## src/rtl/rx_uart.sv

```systemverilog
// 8N1 UART receiver: oversamples the async rx pin, validates the start bit at mid-bit,
// samples data/stop at bit centres and reports good bytes (rx_valid) or bad stop bits (frame_err).
module rx_uart #(
    parameter int CLKS_PER_BIT = 1252,
    parameter int CNT_W        = 13
) (
    input  logic       clock,
    input  logic       reset,
    input  logic       rx,
    output logic [7:0] rx_data,
    output logic       rx_valid,
    output logic       frame_err,
    output logic       busy
);

    localparam logic [CNT_W-1:0] HALF_M1 = CNT_W'(CLKS_PER_BIT / 2 - 1);
    localparam logic [CNT_W-1:0] BIT_M1  = CNT_W'(CLKS_PER_BIT - 1);

    typedef enum logic [2:0] {IDLE, START, DATA, STOP, WAIT_HI} state_t;

    state_t           state_reg, state_next;
    logic [CNT_W-1:0] cnt_reg, cnt_next;
    logic [2:0]       bit_idx_reg, bit_idx_next;
    logic [7:0]       sh_reg, sh_next;
    logic [7:0]       rx_data_reg, rx_data_next;
    logic             rx_valid_reg, rx_valid_next;
    logic             frame_err_reg, frame_err_next;
    logic [1:0]       sync_reg;
    logic             rx_s;

    // Two-flop synchronizer; flops reset to the idle (high) line level.
    genvar gi;
    generate
        for (gi = 0; gi < 2; gi++) begin : g_sync
            if (gi == 0) begin : g_first
                always_ff @(posedge clock) begin
                    if (!reset) sync_reg[gi] <= 1'b1;
                    else        sync_reg[gi] <= rx;
                end
            end else begin : g_rest
                always_ff @(posedge clock) begin
                    if (!reset) sync_reg[gi] <= 1'b1;
                    else        sync_reg[gi] <= sync_reg[gi-1];
                end
            end
        end
    endgenerate

    assign rx_s = sync_reg[1];

    always_ff @(posedge clock) begin
        if (!reset) begin
            state_reg     <= IDLE;
            cnt_reg       <= '0;
            bit_idx_reg   <= '0;
            sh_reg        <= '0;
            rx_data_reg   <= '0;
            rx_valid_reg  <= 1'b0;
            frame_err_reg <= 1'b0;
        end else begin
            state_reg     <= state_next;
            cnt_reg       <= cnt_next;
            bit_idx_reg   <= bit_idx_next;
            sh_reg        <= sh_next;
            rx_data_reg   <= rx_data_next;
            rx_valid_reg  <= rx_valid_next;
            frame_err_reg <= frame_err_next;
        end
    end

    always_comb begin
        state_next     = state_reg;
        cnt_next       = cnt_reg;
        bit_idx_next   = bit_idx_reg;
        sh_next        = sh_reg;
        rx_data_next   = rx_data_reg;
        rx_valid_next  = 1'b0;
        frame_err_next = 1'b0;
        case (state_reg)
            IDLE: begin
                cnt_next = '0;
                if (!rx_s) state_next = START;
            end
            START: begin
                if (cnt_reg == HALF_M1) begin
                    cnt_next     = '0;
                    bit_idx_next = '0;
                    // A start bit that is no longer low at mid-bit is treated as a glitch.
                    state_next   = rx_s ? IDLE : DATA;
                end else begin
                    cnt_next = cnt_reg + CNT_W'(1);
                end
            end
            DATA: begin
                if (cnt_reg == BIT_M1) begin
                    cnt_next = '0;
                    sh_next  = {rx_s, sh_reg[7:1]};
                    if (bit_idx_reg == 3'd7) state_next   = STOP;
                    else                     bit_idx_next = bit_idx_reg + 3'd1;
                end else begin
                    cnt_next = cnt_reg + CNT_W'(1);
                end
            end
            STOP: begin
                if (cnt_reg == BIT_M1) begin
                    cnt_next = '0;
                    if (rx_s) begin
                        rx_data_next  = sh_reg;
                        rx_valid_next = 1'b1;
                        state_next    = IDLE;
                    end else begin
                        frame_err_next = 1'b1;
                        state_next     = WAIT_HI;
                    end
                end else begin
                    cnt_next = cnt_reg + CNT_W'(1);
                end
            end
            WAIT_HI: begin
                // A held-low (break) line must return high before a new start is accepted.
                cnt_next = '0;
                if (rx_s) state_next = IDLE;
            end
            default: begin
                state_next = IDLE;
                cnt_next   = '0;
            end
        endcase
    end

    assign rx_data   = rx_data_reg;
    assign rx_valid  = rx_valid_reg;
    assign frame_err = frame_err_reg;
    assign busy      = (state_reg != IDLE);

endmodule

```

## config.mk

```make
export PLATFORM = sky130hd
export DESIGN_NAME = rx_uart
export DESIGN_NICKNAME = d
export VERILOG_FILES = /design/src/rtl/rx_uart.sv
export SDC_FILE = /design/constraint.sdc
export NUM_CORES = 1
export LEC_CHECK = 0
export CORE_MARGIN = 2
export CORE_UTILIZATION = 56
export CTS_CLUSTER_DIAMETER = 80
export CTS_CLUSTER_SIZE = 20
export DETAILED_ROUTE_END_ITERATION = 8
export MAX_ROUTING_LAYER = met4
export PLACE_DENSITY = 0.77
export SLEW_MARGIN = 20
export SYNTH_ARGS = -nofsm -noshare
export SYNTH_HDL_FRONTEND = slang
export SYNTH_SLANG_ARGS = --single-unit
```

## constraint.sdc

```tcl
create_clock -name clock -period 3.24 [get_ports clock]
set_input_delay 0.324 -clock clock [delete_from_list [all_inputs] [get_ports clock]]
set_output_delay 0.324 -clock clock [all_outputs]
set_load 0.03 [all_outputs]
```

==> impl_metrics.prom, run 1 <==
# TYPE chip_impl_metric gauge
chip_impl_info{name="run_status",value="completed"} 1
chip_impl_metric{name="layout-drive-gt1-share",unit="%"} 5.85
chip_impl_metric{name="power.switching",unit="uW"} 238
chip_impl_metric{name="summed_instance_area_of_the_synthesized_netlist",unit="um^2"} 1720
chip_impl_metric{name="skew",unit="ns"} 0.00897
chip_impl_metric{name="data_required_critical_path",unit="ns"} 3.43
chip_impl_metric{name="vias_per_cell",unit=""} 5.32
chip_impl_metric{name="clkLatencyLatePin",unit="ns"} 0.34
chip_impl_metric{name="layout.nets",unit=""} 194
chip_impl_metric{name="power-per-cell-area",unit="nW/um^2"} 465
chip_impl_metric{name="yosysWarnings",unit=""} 0
chip_impl_metric{name="netSwitchingFraction",unit="%"} 27.1
chip_impl_metric{name="cts-buffers-inserted",unit=""} 5
chip_impl_metric{name="drt_iter0_markers",unit=""} 49
chip_impl_metric{name="max_slew.worst_pin.slew",unit="ns"} 0.917
chip_impl_metric{name="syn_to_final_growth",unit="%"} 9.67
chip_impl_metric{name="die-height",unit="um"} 59.4
chip_impl_info{name="kind_of_capture_point_of_the_worst_setup_path",value="register"} 1
chip_impl_metric{name="largest_net_degree_at_the_start_of_global_routing",unit=""} 30
chip_impl_metric{name="antennaDiodeCount",unit=""} 0
chip_impl_metric{name="drc_violations_left",unit=""} 0
chip_impl_metric{name="vias",unit=""} 1175
chip_impl_metric{name="drv_slew",unit=""} 0
chip_impl_info{name="timing.critical_path.from_type",value="register"} 1
chip_impl_metric{name="internal_power",unit="uW"} 639
chip_impl_metric{name="period_minus_slack",unit="ns"} 2.43
chip_impl_metric{name="grt_antenna_before_repair",unit=""} 0
chip_impl_metric{name="first_pass_iters",unit=""} 4
chip_impl_metric{name="cp_data_arrival_time",unit="ns"} 2.61
chip_impl_metric{name="max_slew_margin",unit="%"} 38.6
chip_impl_metric{name="p_seq_share",unit="%"} 58.0
chip_impl_metric{name="netlist_instances",unit=""} 175
chip_impl_metric{name="timing.final.hold_violations",unit=""} 0
chip_impl_metric{name="n_fill_cell",unit=""} 236
chip_impl_metric{name="place_area",unit="um^2"} 1840
chip_impl_metric{name="final.setup.tns",unit="ns"} 0
chip_impl_info{name="critical_path.cell_chain",value="or4bb_1 -> or4_4 -> a22o_2 -> o211ai_1 -> nor2_1"} 1
chip_impl_metric{name="peakVddDrop",unit="mV"} 0.315
chip_impl_metric{name="report.final.setup_viol",unit=""} 0
chip_impl_metric{name="worst_setup_hold_path_clk_slew",unit="ns"} 0.10
chip_impl_metric{name="die_area",unit="um^2"} 3530
chip_impl_metric{name="postLayoutCellArea",unit="um^2"} 1890
chip_impl_metric{name="combinational_power_share",unit="%"} 16.1
chip_impl_metric{name="hpwlAfterDp",unit="mm"} 1.98
chip_impl_metric{name="postCtsResizedCells",unit=""} 0
chip_impl_metric{name="core_region_area",unit="um^2"} 2980
chip_impl_info{name="cts.root.buffer_cell",value="sky130_fd_sc_hd__clkbuf_4"} 1
chip_impl_info{name="crit_path_slowest_cell",value="sky130_fd_sc_hd__or4_4"} 1
chip_impl_metric{name="mappedNetlistNets",unit=""} 182
chip_impl_metric{name="yosys_register_bits",unit=""} 39
chip_impl_metric{name="ys_seq_area_share",unit="%"} 45.4
chip_impl_metric{name="clock_sinks",unit=""} 39
chip_impl_metric{name="cap_viol_max_count",unit=""} 0
chip_impl_metric{name="ys_types",unit=""} 33
chip_impl_metric{name="clock_power_share",unit="%"} 25.9
chip_impl_metric{name="globalRouteOverflowTotal",unit=""} 0
chip_impl_metric{name="worst_path_largest_cell_delay",unit="ns"} 0.55
chip_impl_metric{name="row_count",unit=""} 20
chip_impl_metric{name="cts_hold_buffers",unit=""} 0
chip_impl_metric{name="largest_register_ff_count",unit=""} 13
chip_impl_metric{name="route.detailed.wl_per_inst",unit="um"} 12.5
chip_impl_metric{name="port-buffer-count",unit=""} 13
chip_impl_metric{name="die_width",unit="um"} 59.4
chip_impl_metric{name="syn-mean-instance-area",unit="um^2"} 9.83
chip_impl_metric{name="clock_path_buffers",unit=""} 2
chip_impl_info{name="rsz0062_at_grt",value="false"} 1
chip_impl_metric{name="grt_first_pass_wirelength",unit="mm"} 4.94
chip_impl_metric{name="power_leakage",unit="nW"} 0.733
chip_impl_metric{name="postRouteWirelength",unit="mm"} 2.75
chip_impl_metric{name="gp_routability_congestion",unit=""} 0.833
chip_impl_metric{name="post-route-period-util",unit="%"} 74.8
chip_impl_info{name="timing.setup.critical_path_class",value="reg -> reg"} 1
chip_impl_metric{name="final_antenna_net_count",unit=""} 0
chip_impl_info{name="tritoncts",value="yes"} 1
chip_impl_info{name="min-delay-path-class",value="reg -> reg"} 1
chip_impl_metric{name="crit_fanout",unit=""} 13
chip_impl_metric{name="ios",unit=""} 14
chip_impl_metric{name="grt_pass1_vias",unit=""} 1148
chip_impl_metric{name="initial_core_util",unit="%"} 57.8
chip_impl_metric{name="grt_use_total",unit="%"} 19.0
chip_impl_metric{name="fmax",unit="MHz"} 412
chip_impl_metric{name="number_of_h_tree_levels",unit=""} 2
chip_impl_metric{name="post-cts-setup-buffer-count",unit=""} 0
==> per-stage QoR <==
step,hold WS [ns],std cells,utilization [%],total power [mW],setup slack (ns)
2_1_floorplan,0.386,175,-,0.641,0.960
3_3_place_gp,0.390,213,61.7,0.656,0.864
3_5_place_dp,0.402,213,61.7,0.657,0.784
4_1_cts,0.427,221,63.4,0.888,0.777
5_1_grt,0.437,221,63.4,0.921,0.655
6_report,0.424,221,63.4,0.877,0.815
==> critical path: cells and delay by family, from the launching register on <==
family,cells,cell delay (ns)
simple gates,3,1.19
compound gates,2,0.66
flops,1,0.43
==> cells in the mapped netlist <==
master | number | area (um^2)
sky130_fd_sc_hd__nor3_4 | 1 | 16.3
sky130_fd_sc_hd__nand3_1 | 6 | 30.0
sky130_fd_sc_hd__nor2_1 | 19 | 71.3
sky130_fd_sc_hd__and4_1 | 1 | 8.76
sky130_fd_sc_hd__or4bb_1 | 1 | 11.3
sky130_fd_sc_hd__buf_6 | 1 | 11.3
sky130_fd_sc_hd__dfxtp_1 | 39 | 781
sky130_fd_sc_hd__nor4bb_1 | 1 | 10.0
sky130_fd_sc_hd__nand4b_1 | 2 | 17.5
sky130_fd_sc_hd__clkbuf_1 | 5 | 18.8
sky130_fd_sc_hd__or3_1 | 1 | 6.26
sky130_fd_sc_hd__xor2_1 | 8 | 70.1
sky130_fd_sc_hd__xnor2_1 | 4 | 35.0
sky130_fd_sc_hd__a22o_2 | 1 | 10.0
sky130_fd_sc_hd__clkbuf_8 | 2 | 27.5
sky130_fd_sc_hd__a22oi_1 | 1 | 7.51
sky130_fd_sc_hd__ha_1 | 4 | 50.1
sky130_fd_sc_hd__and3_2 | 1 | 7.51
sky130_fd_sc_hd__nand3b_1 | 2 | 15.0
sky130_fd_sc_hd__buf_2 | 1 | 5.00
sky130_fd_sc_hd__nor2b_1 | 18 | 113
sky130_fd_sc_hd__o211ai_1 | 2 | 15.0
sky130_fd_sc_hd__o21ai_0 | 2 | 10.0
sky130_fd_sc_hd__nand4_1 | 2 | 12.5
sky130_fd_sc_hd__and3_1 | 1 | 6.26
sky130_fd_sc_hd__or4_1 | 1 | 7.51
sky130_fd_sc_hd__nor3_1 | 1 | 5.00
sky130_fd_sc_hd__mux2i_1 | 22 | 220
sky130_fd_sc_hd__o22a_1 | 1 | 8.76
sky130_fd_sc_hd__nand2b_1 | 6 | 37.5
sky130_fd_sc_hd__or4_4 | 1 | 11.3
sky130_fd_sc_hd__inv_1 | 2 | 7.51
sky130_fd_sc_hd__nand2_1 | 15 | 56.3
==> cell families after synthesis <==
family          after synthesis  synth area share (%)
xor+xnor                     12                  6.11
fa+ha+maj                     4                  2.91
mux                          22                  12.8
buf+inv                      11                  4.07
compound gates                7                  2.98
simple gates                 80                  25.7
flops                        39                  45.4
==> worst paths after layout <==
kind	start	end	slack (ns)	cells after the start
min reg2reg	sync_reg[0]	rx_s	0.42	1
max	cnt_reg[10]	cnt_reg[10]	0.81	5
min	sync_reg[0]	rx_s	0.42	1
max reg2reg	cnt_reg[10]	cnt_reg[10]	0.81	5
==> layout make-up <==
type / count / area (um^2) / area share [%]
Sequential cell: 39 / 781 / 41.4
Timing Repair Buffer: 14 / 138 / 7.29
Clock inverter: 1 / 5.00 / 0.265
Multi-Input combinational cell: 125 / 870 / 46.1
Clock buffer: 7 / 45.0 / 2.39
Inverter: 2 / 7.51 / 0.398
Tap cell: 33 / 41.3 / 2.19
==> power by group through the flow <==
stage                     registers, mW  clock network [mW]  logic (mW)
after floorplan                   0.504                   0       0.137
after global placement            0.519                   0       0.137
after detailed placement          0.519                   0       0.138
after CTS                         0.508               0.239       0.142
after global routing              0.512               0.255       0.154
final                             0.509               0.227       0.141
==> routing by layer <==
metal  part of all wire (%)  global-route usage [%]  wire length (um)  vias to the layer above
li1                       -                       -                 -                      610
met1                     45                    22.1              1230                      542
met2                     49                    30.1              1350                       15
met3                    4.0                    6.11               110                        8
met4                    2.1                    7.47                57                        0
met5                      0                       -                 0                        -
==> placed cells by master (no fill, tap or decap), types with 2 or more instances in the layout <==
master and n:
sky130_fd_sc_hd__ha_1 4, sky130_fd_sc_hd__clkbuf_4 5, sky130_fd_sc_hd__nand3_1 6, sky130_fd_sc_hd__o21ai_0 2, sky130_fd_sc_hd__nand3b_1 2, sky130_fd_sc_hd__nand2b_1 6
sky130_fd_sc_hd__nand4b_1 2, sky130_fd_sc_hd__mux2i_1 22, sky130_fd_sc_hd__nor2b_1 18, sky130_fd_sc_hd__inv_1 2, sky130_fd_sc_hd__nand2_1 15, sky130_fd_sc_hd__xnor2_1 4
sky130_fd_sc_hd__dfxtp_1 39, sky130_fd_sc_hd__clkbuf_1 2, sky130_fd_sc_hd__nor2_1 19, sky130_fd_sc_hd__o211ai_1 2, sky130_fd_sc_hd__nand4_1 2, sky130_fd_sc_hd__clkdlybuf4s50_1 13
sky130_fd_sc_hd__xor2_1 8
Note: power is estimated with default switching activity, not from simulation.
==> run 2, diff against run 1 <==
- CORE_UTILIZATION: 56 -> 51
- PLACE_DENSITY: 0.77 -> 0.74
- clock period: 3.24 -> 2.2 ns (I/O delays scaled with it)
==> run 2 against run 1 <==
Against the previous run:
- flip-flop and latch count did not move
- largest power group unchanged
- sequential power up 47%
- first-iteration DRC count fell by 2.0%
- maximum frequency rose by 13%
- non-clock buffer count grew 10
- via count increased by 6.6%
- global-route usage fell by 0.70 points
- routed wire length grew 8.1%
- clock skew is 0.0056 ns lower
- register-to-register slack got worse by 0.77 ns
- worst hold slack improved by 0.0021 ns
- die area up 9.1%
==> impl_metrics.prom, run 2 (same netlist as run 1, synthesis figures left out) <==
# TYPE chip_impl_metric gauge
chip_impl_metric{name="die-height",unit="um"} 62.1
chip_impl_metric{name="number_of_h_tree_levels",unit=""} 2
chip_impl_metric{name="worst_hold_slack",unit="ns"} 0.426
chip_impl_info{name="min-delay-path-class",value="in -> reg"} 1
chip_impl_metric{name="route.detailed.wl_per_inst",unit="um"} 12.2
chip_impl_metric{name="clock_sinks",unit=""} 39
chip_impl_metric{name="timing.final.hold_violations",unit=""} 0
chip_impl_metric{name="hpwlAfterDp",unit="mm"} 2.17
chip_impl_metric{name="fmax",unit="MHz"} 464
chip_impl_metric{name="clkLatencyLatePin",unit="ns"} 0.34
chip_impl_metric{name="n_fill_cell",unit=""} 281
chip_impl_metric{name="post-route-period-util",unit="%"} 98.0
chip_impl_metric{name="placement.setup.worst_slack",unit="ns"} 0.0115
chip_impl_metric{name="grt_use_total",unit="%"} 18.3
chip_impl_metric{name="power-per-cell-area",unit="nW/um^2"} 661
chip_impl_metric{name="skew",unit="ns"} 0.00337
chip_impl_metric{name="ios",unit=""} 14
chip_impl_metric{name="vias_per_cell",unit=""} 5.15
chip_impl_metric{name="core_region_area",unit="um^2"} 3280
chip_impl_metric{name="power_leakage",unit="nW"} 0.797
chip_impl_metric{name="drv_slew",unit=""} 0
chip_impl_metric{name="die_area",unit="um^2"} 3850
chip_impl_metric{name="cap_viol_max_count",unit=""} 0
chip_impl_metric{name="drt_iter0_markers",unit=""} 48
chip_impl_metric{name="max_slew_margin",unit="%"} 73.0
chip_impl_info{name="timing.setup.critical_path_class",value="reg -> reg"} 1
chip_impl_metric{name="place_area",unit="um^2"} 1930
chip_impl_metric{name="syn_to_final_growth",unit="%"} 17.7
chip_impl_metric{name="die_width",unit="um"} 62.1
chip_impl_metric{name="placedCellCount",unit=""} 233
chip_impl_metric{name="port-buffer-count",unit=""} 13
chip_impl_metric{name="final_antenna_net_count",unit=""} 0
chip_impl_metric{name="row_count",unit=""} 21
chip_impl_info{name="run_status",value="completed"} 1
chip_impl_metric{name="largest_register_ff_count",unit=""} 13
chip_impl_info{name="mostFrequentLayoutCell",value="sky130_fd_sc_hd__dfxtp_1"} 1
chip_impl_metric{name="final_cells",unit=""} 243
chip_impl_metric{name="first_pass_iters",unit=""} 4
chip_impl_metric{name="cts-buffers-inserted",unit=""} 5
chip_impl_metric{name="data_required_critical_path",unit="ns"} 2.45
chip_impl_metric{name="worst_setup_hold_path_clk_slew",unit="ns"} 0.11
chip_impl_info{name="timing.critical_path.from_type",value="register"} 1
chip_impl_metric{name="crit_fanout",unit=""} 13
chip_impl_metric{name="final.setup.worst_slack",unit="ns"} 0.0448
chip_impl_metric{name="postRouteWirelength",unit="mm"} 2.98
chip_impl_info{name="tritoncts",value="yes"} 1
chip_impl_metric{name="drc_violations_left",unit=""} 0
chip_impl_metric{name="grt_antenna_before_repair",unit=""} 0
chip_impl_metric{name="vias",unit=""} 1252
chip_impl_info{name="cts.root.buffer_cell",value="sky130_fd_sc_hd__clkbuf_4"} 1
chip_impl_metric{name="gp_routability_congestion",unit=""} 0.861
chip_impl_metric{name="peakVddDrop",unit="mV"} 0.346
chip_impl_metric{name="antennaDiodeCount",unit=""} 0
chip_impl_metric{name="layout.nets",unit=""} 204
chip_impl_metric{name="layout-drive-gt1-share",unit="%"} 13.7
chip_impl_metric{name="clock_path_buffers",unit=""} 2
chip_impl_metric{name="initial_core_util",unit="%"} 52.4
chip_impl_info{name="rsz0062_at_grt",value="true"} 1
chip_impl_metric{name="largest_net_degree_at_the_start_of_global_routing",unit=""} 14
chip_impl_info{name="layout_common_cells",value="36 x sky130_fd_sc_hd__dfxtp_1, 22 x sky130_fd_sc_hd__mux2i_1, 19 x sky130_fd_sc_hd__nor2_1, 18 x sky130_fd_sc_hd__nor2b_1, 15 x sky130_fd_sc_hd__nand2_1"} 1
chip_impl_info{name="kind_of_capture_point_of_the_worst_setup_path",value="register"} 1
chip_impl_metric{name="report.final.setup_viol",unit=""} 0
chip_impl_metric{name="globalRouteOverflowTotal",unit=""} 0
chip_impl_metric{name="period_minus_slack",unit="ns"} 2.16
chip_impl_metric{name="postLayoutCellArea",unit="um^2"} 2020
chip_impl_metric{name="cp_data_arrival_time",unit="ns"} 2.40
chip_impl_metric{name="max_slew.worst_pin.slew",unit="ns"} 0.404
chip_impl_metric{name="grt_pass1_vias",unit=""} 1153
chip_impl_metric{name="final.setup.tns",unit="ns"} 0
chip_impl_metric{name="grt_first_pass_wirelength",unit="mm"} 4.93
==> run 2: cell count changes in the layout (fill, tap and decap cells not counted), sizes merged <==
cell,delta
buf,+10
clkbuf,-1
==> run 2: layout make-up <==
cell class              count  area (um^2)  area share (%)
flip-flops and latches     39          787            38.9
inverters                   2         7.51           0.371
repair buffers             24          238            11.7
multi-input cells         125          878            43.4
clock inverters             1         5.00           0.247
well taps                  46         57.6            2.84
clock buffers               6         51.3            2.53
==> run 2: per-stage QoR <==
step,utilization (%),total power [mW]
6_report,61.6,1.34
3_5_place_dp,58.8,0.982
4_1_cts,60.7,1.35
3_3_place_gp,58.8,0.970
2_1_floorplan,-,0.946
5_1_grt,61.6,1.41
==> run 2: worst max-delay path, cell delays in order (launching register included) <==
cell and delay (ns):
sky130_fd_sc_hd__dfxtp_4 0.36, sky130_fd_sc_hd__or4_4 0.50, sky130_fd_sc_hd__or4_4 0.56, sky130_fd_sc_hd__a22o_2 0.26, sky130_fd_sc_hd__o211ai_1 0.14, sky130_fd_sc_hd__buf_12 0.18
sky130_fd_sc_hd__nor2_1 0.05
==> run 2: worst paths after layout <==
check | start | endpoint | slack [ns] | cells past startpoint
setup / recovery | cnt_reg[8] | cnt_reg[4] | 0.04 | 6
hold / removal | rx | sync_reg[0] | 0.43 | 2
hold reg to reg | sync_reg[0] | rx_s | 0.43 | 1
setup reg to reg | cnt_reg[8] | cnt_reg[4] | 0.04 | 6
==> run 2: routing by layer <==
metal	global-route usage [%]	up-vias	share of wire (%)
met5	-	-	0
li1	-	632	-
met4	6.38	0	1.7
met3	7.45	5	3.6
met1	20.8	595	46
met2	28.9	20	49
==> run 2: repair_timing <==
action                                  4_1_cts  5_1_grt
resized for setup                             1        4
pin swaps                                     1        1
setup buffers                                 0        3
endpoints found under the setup margin        6       27
hold buffers                                  0        0
==> run 2: power breakdown <==
| part | leakage, nW | total, mW | internal (mW) | switching, mW |
|---|---|---|---|---|
| logic | 0.447 | 0.222 | 0.108 | 0.114 |
| registers | 0.317 | 0.748 | 0.718 | 0.0301 |
| clock network | 0.0341 | 0.368 | 0.148 | 0.220 |
| total | 0.797 | 1.34 | 0.974 | 0.363 |
